<file path="src/rtl/issue_buff_ooo.sv">
// Out-of-order issue buffer: an age-ordered collapsing queue of micro-ops.
// Each cycle it issues the oldest entry whose producer tags are all done.
// With IN_ORDER=1 only the head (slot 0) may issue.
module issue_buff_ooo #(
    parameter  int DATA_WIDTH = 47,
    parameter  int ELEMENTS   = 4,
    parameter  int TAG_COUNT  = 10,
    parameter  int IN_ORDER   = 0,
    localparam int CW         = $clog2(ELEMENTS + 1)
) (
    input  logic                  clk,
    input  logic                  rst,
    input  logic [DATA_WIDTH-1:0] din,
    input  logic [TAG_COUNT-1:0]  din_wait,
    input  logic                  din_valid,
    output logic                  din_ready,
    output logic [DATA_WIDTH-1:0] dout,
    output logic                  dout_valid,
    input  logic                  dout_ready,
    input  logic [TAG_COUNT-1:0]  done_flags,
    input  logic                  flush,
    output logic [CW-1:0]         count
);

    localparam int IW = (ELEMENTS > 1) ? $clog2(ELEMENTS) : 1;

    // Slot i is valid exactly when i < count, since valid slots are
    // always contiguous from slot 0.
    logic [DATA_WIDTH-1:0] data_q [ELEMENTS];
    logic [TAG_COUNT-1:0]  wait_q [ELEMENTS];

    logic [ELEMENTS-1:0] slot_ready;
    logic [IW-1:0]       sel;
    logic                sel_found;
    logic                iss;
    logic                enq;
    logic [CW-1:0]       wr_idx;

    // Per-slot readiness: valid and every waited tag currently done.
    always_comb begin
        for (int i = 0; i < ELEMENTS; i++) begin
            slot_ready[i] = (CW'(i) < count) && ((wait_q[i] & ~done_flags) == '0);
        end
    end

    // Pick the oldest ready slot, or only the head in in-order mode.
    always_comb begin
        // NOTE: every output of a combinational block gets a default first, so no path leaves it unassigned and no latch is inferred.
        sel       = '0;
        sel_found = 1'b0;
        if (IN_ORDER != 0) begin
            sel_found = slot_ready[0];
        end else begin
            for (int i = ELEMENTS - 1; i >= 0; i--) begin
                if (slot_ready[i]) begin
                    sel       = IW'(i);
                    sel_found = 1'b1;
                end
            end
        end
    end

    assign dout       = data_q[sel];
    assign dout_valid = sel_found & ~flush & ~rst;
    assign din_ready  = (count < CW'(ELEMENTS)) & ~flush & ~rst;
    assign iss        = dout_valid & dout_ready;
    assign enq        = din_valid & din_ready;
    // A same-cycle issue frees one slot, so the new entry lands one lower.
    assign wr_idx     = count - CW'(iss);

    // Payload/mask storage: collapse above the issued slot, then append.
    always_ff @(posedge clk) begin
        // NOTE: the storage arrays are not reset; validity lives entirely in count, and skipping the reset keeps the arrays mappable to plain registers/RAM.
        for (int i = 0; i < ELEMENTS - 1; i++) begin
            if (iss && IW'(i) >= sel) begin
                data_q[i] <= data_q[i + 1];
                wait_q[i] <= wait_q[i + 1];
            end
        end
        // The enqueue write comes last so it overrides any shift into the same slot.
        for (int i = 0; i < ELEMENTS; i++) begin
            if (enq && CW'(i) == wr_idx) begin
                data_q[i] <= din;
                wait_q[i] <= din_wait;
            end
        end
    end

    // Occupancy counter; reset and flush both empty the queue.
    always_ff @(posedge clk) begin
        // NOTE: sequential state uses non-blocking assignments so every register samples pre-edge values regardless of statement order.
        if (rst || flush) begin
            count <= '0;
        end else begin
            count <= count + CW'(enq) - CW'(iss);
        end
    end

endmodule

</file>
<file path="config.mk">
export PLATFORM = sky130hd
export DESIGN_NAME = issue_buff_ooo
export DESIGN_NICKNAME = d
export VERILOG_FILES = /design/src/rtl/issue_buff_ooo.sv
export SDC_FILE = /design/constraint.sdc
export NUM_CORES = 1
export LEC_CHECK = 0
export BUFFER_PORTS_ARGS = -buffer_cell sky130_fd_sc_hd__buf_4
export CELL_PAD_IN_SITES_DETAIL_PLACEMENT = 1
export CELL_PAD_IN_SITES_GLOBAL_PLACEMENT = 1
export CORE_ASPECT_RATIO = 0.6
export CORE_UTILIZATION = 54
export DETAILED_ROUTE_END_ITERATION = 7
export PLACE_DENSITY = 0.89
export SYNTH_ARGS = -nofsm -noshare
export SYNTH_HDL_FRONTEND = slang
export SYNTH_SLANG_ARGS = --single-unit
</file>
<file path="constraint.sdc">
create_clock -name clk -period 17 [get_ports clk]
set_clock_uncertainty 0.15 [all_clocks]
set_input_delay 2.55 -clock clk [delete_from_list [all_inputs] [get_ports clk]]
set_output_delay 2.55 -clock clk [all_outputs]
set_load 0.05 [all_outputs]
</file>
; ---- Word level (Yosys, flattened, before mapping)
; Memories as Yosys holds them, arrays and structs flattened.
; Cells that the tools add are included.
[word_totals]
regBits = 3
latch_bits = 0
ram_bits = 228
romBits = 0
inputBits = 72
output_inout_bits = 52
memories = 2
[op_classes]
addsub = 3
n_mul = 0
div_mod_pow = 0
magnitude_cmp = 8
eq_ne = 3
shifts = 0
n_mux = 34
n_bitwise = 19
reduce_logical = 19
[mem_list]
columns = name, depth, word_bits, rd, rd_clocked_by_memory_dff, write_ports, line_no
row1 = data_q, 4, 47, 4, 0, 3, 29  ; logic [DATA_WIDTH-1:0] data_q [ELEMENTS];
row2 = wait_q, 4, 10, 4, 0, 3, 30  ; logic [TAG_COUNT-1:0] wait_q [ELEMENTS];
[op_table]
columns = operator, n
row1 = $mux W47, 4
row2 = $reduce_or A47 Y1, 1
row3 = $and A10 B10 Y10, 4
row4 = $logic_not A10 Y1, 4
row5 = $mux W10, 4
row6 = $mux W1, 20
row7 = $mux W2, 6
row8 = $logic_and A1 B1 Y1, 11
row9 = $not A10 Y10, 1
row10 = $reduce_or A10 Y1, 1
row11 = $and A1 B1 Y1, 6
row12 = $eq A2 B3 Y1 const A, 2
row13 = $lt A1 B3 Y1 const A, 2
row14 = $lt A2 B3 Y1 const A, 2
row15 = $or A1 B1 Y1, 6
row16 = $sub A3 B1 Y3, 2
row17 = $ge A1 B2 Y1 const A, 2
row18 = $add A3 B1 Y3, 1
row19 = $eq A1 B3 Y1 const A, 1
row20 = $logic_not A3 Y1, 1
row21 = $lt A3 B3 Y1 const B, 1
row22 = $ge A2 B2 Y1 const A, 1
row23 = $not A1 Y1, 2
row24 = $logic_or A1 B1 Y1, 1

; ---- Longest topological paths before layout
; Gate-level depths: netlist (run 1).
[logic_depth]
depth_word = 18
depth_mapped = 14
mapped_depth_nobuf = 13

; ---- Least setup slack after synthesis (run 1)
; Ideal clock, no wire load.
[synth_timing]
kind = input to register
start = input port done_flags[6]
end = memory data_q[3][0], enable pin
setup_ns = 0.614
t_arrival_ns = 9.656
t_required_ns = 16.236
path_slack_ns = 6.579
cell_stages = 8
n_path_buf = 0
path_cell_list = inv_1 a2111o_1 nor3_1 nor2_1 a31oi_1 ha_1 ha_1 nor4_1
[synth_lines]
columns = item, line_no
row1 = "start, declared", 20  ; input logic [TAG_COUNT-1:0] done_flags,
row2 = "end, declared", 29

; ---- Worst setup path after layout (run 1)
[layout_timing]
start = input port done_flags[2]
end = output port dout[13]
[layout_via]
elab_chain_cells = 9
word_cells_on_any_way = 18
classes_between = mux: 4 / bitwise: 5 / reduce/logical: 8 / memory: 1
[layout_rtl]
columns = item, line_no
row1 = $not A10 Y10 *, 42  ; slot_ready[i] = (CW'(i) < count) && ((wait_q[i] & ~done_flags) == '0);
row2 = $and A10 B10 Y10, 42
row3 = $logic_not A10 Y1, 42
row4 = $logic_and A1 B1 Y1, 42
row5 = $mux W2 (3 in a row), 55  ; if (slot_ready[i]) begin
row6 = $mux W2 *, 55
row7 = $mem_v2 Z4 W47 *, n/a
row8 = "end, declared", 17  ; output logic [DATA_WIDTH-1:0] dout,
; Every way passes the cells marked *; elsewhere a longest branch is shown, timed or not.

==> flow_metrics.tcl, run 1 <==
set metrics [dict create \
    hold_violations 0 \
    tritoncts "built" \
    tns_ns 0 \
    yosysMostFrequentCell "edfxtp_1" \
    placed_area_um2 12100 \
    die_y_um 112 \
    numCtsBuffers 23 \
    min_period_ns 8.95 \
    drtAntennaViolNets 0 \
    dieArea_um2 20700 \
    grt_max_degree 66 \
    power.leakage_uw 0.00422 \
    dp_hpwl_um 15600 \
    grt_most_used_layer "met2" \
    regArea_um2 6910 \
    slew_violations 0 \
    required_ns 14.30 \
    nets 830 \
    synth_edf_count 228 \
    die_w_um 185 \
    core_area_um2 19400 \
    drc_errors 0 \
    holdPathStages 1 \
    clk_path_buf_depth 3 \
    grt_pass1_vias 6695 \
    post_cts_buffers 0 \
    met3_usage_pct 4.48 \
    cts_resized 0 \
    fin_area_um2 12800 \
    yosysWarningCount 0 \
    synthTopCellsByCount "edfxtp_1 (228), mux2_2 (146), mux2i_1 (90)" \
    wl_per_cell_um 24.6 \
    firstDrtPassIters 5 \
    drive_gt1_share_pct 43.9 \
    reg2reg_slack_ns 11.73 \
    power_density_nw_per_um2 90.5 \
    grt_pass1_wl_um 39600 \
    vias 6121 \
    clkSinkCount 231 \
    power.total_uw 1150 \
    synth.net_count 704 \
    clk_pin_slew_ns 0.06 \
    ys_types 35 \
    worstSkewPairLatency_ns 0.50 \
    async_reset_ff_share_pct 0 \
    cts_root_buf "clkbuf_16" \
    grt_setup_unrepaired "false" \
    syn2layout_area_growth_pct 17.3 \
    diodes 0 \
    maxCapViolations 0 \
    synthTopCellsByArea "edfxtp_1 (63%), mux2_2 (15%), mux2i_1 (8.3%)" \
    synth.cell_area_um2 10900 \
    start_util_pct 56.2 \
    ir_drop_v 0.0000670 \
    r2r_cells 11 \
    critPathLaunchType "input pin" \
    max_freq_mhz 112 \
    pin_count 124 \
    syn_inst 625 \
    routed_wl_um 25400 \
    synthFlopType "edfxtp_1" \
    synth_seq_cells 231 \
    cp_max_fo 65 \
    grt.overflow.total 0 \
    hp-class "reg -> reg" \
    worstMarginPinSlew_ns 1.16 \
    fin_crit_sh_pct 52.6 \
    avgViaCountPerCell 5.93 \
    worstSetupPathType "in -> out" \
    port-buffer-count 123 \
    grtUsageMet2_pct 41.9 \
    worst_setup_path_end_kind "output port" \
    ys_seq_area_share_pct 63.5 \
    avgSynthCellArea_um2 17.4 \
    multiInputGateArea_um2 3820 \
    cts_htree_levels 1 \
    rows 39 \
    nFillCells 1743 \
    setup_viol 0 \
    crit_arrival_ns 6.25 \
    yosys.area.top_type "edfxtp_1" \
    slew_headroom_pct 22.8 \
    drt-initial-drc-count 428 \
    grt.total_usage_pct 25.4 \
    place_congestion 0.863 \
    status "complete, no violations" \
    antenna_found_initial 0 \
    met1_usage_pct 35.5 \
    holdBufCountCts 0 \
    netlist.area_leader.share_pct 62.9 \
]
-- worst max-delay path: stages --
cell,delay [ns]
buf_4,0.08
inv_1,0.06
a2111oi_0,0.46
nand3_1,0.36
a211oi_4,0.84
buf_4,0.97
mux2i_1,0.23
mux2i_1,0.35
buf_4,0.27
-- power breakdown --
group | internal, µW | total [µW] | leakage, µW | switching (µW)
clock network | 263 | 471 | 0.000339 | 208
registers | 625 | 626 | 0.00208 | 1.27
logic | 24.0 | 57.3 | 0.00179 | 33.3
-- through the flow --
stage	instances	hold slack, ns	setup WS [ns]	utilization, %
after floorplan	625	0.370	6.58	-
after global placement	992	0.390	8.27	62.4
after detailed placement	992	0.403	8.05	62.4
after CTS	1032	0.419	8.01	65.9
after global routing	1032	0.428	7.80	65.9
final	1032	0.411	8.05	65.9
-- logic make-up (layout without fill, tap and decap cells) --
family	after synthesis	after routing	share of synthesized area, %
DFF	231	231	63.5
buffers and inverters	41	182	1.92
xor gates and xnor gates	1	1	0.0805
adders and majority gates	7	7	0.874
AOI/OAI and AO/OA	18	18	1.59
muxes	278	278	29.5
and+or+nand+nor	49	49	2.55
-- final cells by class --
cell class / instances / share of cell area [%]
Sequential cell: 231 / 54.1
Multi-Input combinational cell: 353 / 29.9
Clock buffer: 28 / 4.66
Timing Repair Buffer: 132 / 7.77
Inverter: 10 / 0.294
Tap cell: 266 / 2.61
Clock inverter: 12 / 0.637
-- sequential cells by signal (all words and copies together) (netlist names) --
name and flops:
wait_q 40, count 3, data_q 188
-- routing by layer --
metal / vias up / share of wire [%]
met2: 150 / 49
met5: - / 0
met4: 0 / 1.7
li1: 2736 / -
met3: 34 / 4.5
met1: 3201 / 44
-- path summary, 6_finish.rpt --
path	from	end
max	done_flags[2]	dout[13]
min	wait_q[2][7]	wait_q[1][7]
max reg2reg	count[1]	data_q[0][22]
min reg2reg	wait_q[2][7]	wait_q[1][7]
-- cell usage in the layout (no fill, tap or decap), drive strengths merged, types with 4 or more instances in the layout --
cell type / n
a2111o: 4
a2111oi: 5
buf: 132
clkbuf: 28
clkinv: 11
edfxtp: 228
ha: 6
inv: 10
mux2: 171
mux2i: 90
mux4: 17
nand2: 5
nor2: 5
nor2b: 26
nor3: 5
Power figures use the tool's default switching activity.
==> inputs of run 2 (changes only) <==
--- a/config.mk
+++ b/config.mk
@@ -9,9 +9,9 @@
 export CELL_PAD_IN_SITES_DETAIL_PLACEMENT = 1
 export CELL_PAD_IN_SITES_GLOBAL_PLACEMENT = 1
 export CORE_ASPECT_RATIO = 0.6
-export CORE_UTILIZATION = 54
+export CORE_UTILIZATION = 50
 export DETAILED_ROUTE_END_ITERATION = 7
-export PLACE_DENSITY = 0.89
+export PLACE_DENSITY = 0.84
 export SYNTH_ARGS = -nofsm -noshare
 export SYNTH_HDL_FRONTEND = slang
 export SYNTH_SLANG_ARGS = --single-unit
==> constraint.sdc (replaced) <==
create_clock -name clk -period 8.6 [get_ports clk]
set_clock_uncertainty 0.15 [all_clocks]
set_input_delay 1.29 -clock clk [delete_from_list [all_inputs] [get_ports clk]]
set_output_delay 1.29 -clock clk [all_outputs]
set_load 0.05 [all_outputs]
==> run 2 against run 1 <==
The flow now finishes with violations (DRC). Register-to-register slack worse by 8.8 ns. Sequential power grew 98%. Routed wire length increased by 3.3%. First-iteration DRC count down 10%. Cell area grew 0.15%. Die area grew 7.9%. Sequential share of layout area is 0.080 points lower. Via count increased by 0.57%. Critical endpoint is now dout[12]. Largest cell class unchanged. Largest power group unchanged.
==> flow_metrics.tcl, run 2 (synthesized netlist as in run 1, its figures left out) <==
set metrics [dict create \
    place_inst 1005 \
    worstSkewPairLatency_ns 0.51 \
    numCtsBuffers 22 \
    multiInputGateArea_um2 3820 \
    tritoncts "built" \
    ir_drop_v 0.000146 \
    diodes 0 \
    grt_most_used_layer "met2" \
    min_period_ns 6.20 \
    met3_usage_pct 4.21 \
    clk_pin_slew_ns 0.06 \
    cts_htree_levels 1 \
    largest_register_ffs 188 \
    placed_area_um2 12100 \
    r2r_cells 11 \
    port-buffer-count 123 \
    grt_max_degree 59 \
    grt_pass1_wl_um 39800 \
    grt.overflow.total 0 \
    cp-startpoint "done_flags[2]" \
    regArea_um2 6910 \
    drive_gt1_share_pct 43.7 \
    rows 41 \
    grt_pass1_vias 6649 \
    die_w_um 192 \
    firstDrtPassIters 7 \
    die_y_um 116 \
    routed_wl_um 26200 \
    worstSetupPathType "in -> out" \
    cts_root_buf "clkbuf_16" \
    clkSinkCount 231 \
    tns_ns 0 \
    dieArea_um2 22400 \
    nFillCells 1902 \
    critPathLaunchType "input pin" \
    fin_area_um2 12800 \
    core_area_um2 21200 \
    hold_violations 0 \
    crit-reg2reg-capture "wait_q[0][2]" \
    worstReg2RegStart "count[1]" \
    vias 6156 \
    mostFrequentLayoutCell "edfxtp_1" \
    slew_headroom_pct 18.6 \
    met1_usage_pct 33.0 \
    crit_arrival_ns 4.76 \
    worstMarginPinSlew_ns 1.22 \
    status "finished with violations" \
    final_cells 1044 \
    fin_crit_sh_pct 72.1 \
    nets 829 \
    worst_setup_path_end_kind "output port" \
    reg2reg_slack_ns 2.96 \
    avgViaCountPerCell 5.90 \
    drt-initial-drc-count 384 \
    violations "DRC" \
    drc_errors 14 \
    cp_max_fo 36 \
    required_ns 7.16 \
    biggestRegsByFlops "data_q (188), wait_q (40), count (3)" \
    grt.total_usage_pct 23.9 \
    final_cell_mix "edfxtp_1 (228), mux2_2 (146), buf_4 (132)" \
    worstSetupEndpoint "dout[12]" \
    syn2layout_area_growth_pct 17.5 \
    drtAntennaViolNets 0 \
    maxCapViolations 0 \
    hp-class "reg -> reg" \
    wl_per_cell_um 25.1 \
    dp_hpwl_um 16200 \
    grtUsageMet2_pct 40.5 \
    setup_viol 0 \
    slew_violations 0 \
    power_density_nw_per_um2 179 \
    post_cts_buffers 0 \
    clk_path_buf_depth 3 \
    top_register "data_q" \
    pin_count 124 \
    holdBufCountCts 0 \
    max_freq_mhz 161 \
    cts_resized 0 \
    grt_setup_unrepaired "false" \
    place_congestion 0.789 \
    antenna_found_initial 0 \
    power.leakage_uw 0.00421 \
    start_util_pct 51.3 \
]
[run 2: cell types whose count changed in the layout (fill, tap and decap cells not counted)]
| cell | delta |
|---|---|
| clkinv_2 | -2 |
| clkinv_1 | +1 |
| nor4_2 | -1 |
| nor4_4 | +1 |
[run 2: area by class of cell]
type | instances | share of cell area [%]
clock buffer | 28 | 4.65
clock inverter | 11 | 0.587
inverter | 10 | 0.294
multi-input combinational | 353 | 29.9
sequential | 231 | 54.0
tap | 279 | 2.73
timing repair buffer | 132 | 7.75
[run 2: metrics by stage]
| step | setup slack [ns] | hold WS (ns) | total power (µW) | utilization [%] |
|---|---|---|---|---|
| floorplan | 1.81 | 0.370 | 1310 | - |
| global placement | 2.38 | 0.382 | 1370 | 57.2 |
| detailed placement | 2.23 | 0.395 | 1380 | 57.2 |
| CTS | 2.38 | 0.415 | 2300 | 60.3 |
| global route | 2.11 | 0.440 | 2350 | 60.3 |
| finish | 2.40 | 0.408 | 2290 | 60.3 |
[run 2: worst min-delay path by stage]
stage	startpoint	endpoint	slack, ns	cells after the start
3_5_place_dp	wait_q[2][6]	wait_q[1][6]	0.40	1
6_report	wait_q[2][0]	wait_q[1][0]	0.41	1
4_1_cts	wait_q[2][1]	wait_q[1][1]	0.42	1
5_1_grt	wait_q[2][0]	wait_q[1][0]	0.44	1
3_3_place_gp	wait_q[2][3]	wait_q[1][3]	0.38	1
2_1_floorplan	wait_q[2][0]	wait_q[1][0]	0.37	1
[run 2: power breakdown]
group / internal (µW) / leakage (µW) / switching (µW)
sequential: 1240 / 0.00208 / 2.65
clock: 518 / 0.000333 / 416
combinational: 47.5 / 0.00179 / 68.0
total: 1800 / 0.00421 / 486
[run 2: critical path, cell delays in order]
cell and delay, ns:
buf_4 0.08, inv_1 0.07, a2111oi_0 0.49, nand3_1 0.35, a211oi_4 1.05, buf_4 0.68
mux2i_1 0.16, mux2i_1 0.31, buf_4 0.27
[run 2: per-layer routing]
metal	share of wire (%)	vias to the layer above
met5	0	-
met4	1.2	0
met3	5.0	26
met2	48	151
met1	46	3245
li1	-	2734
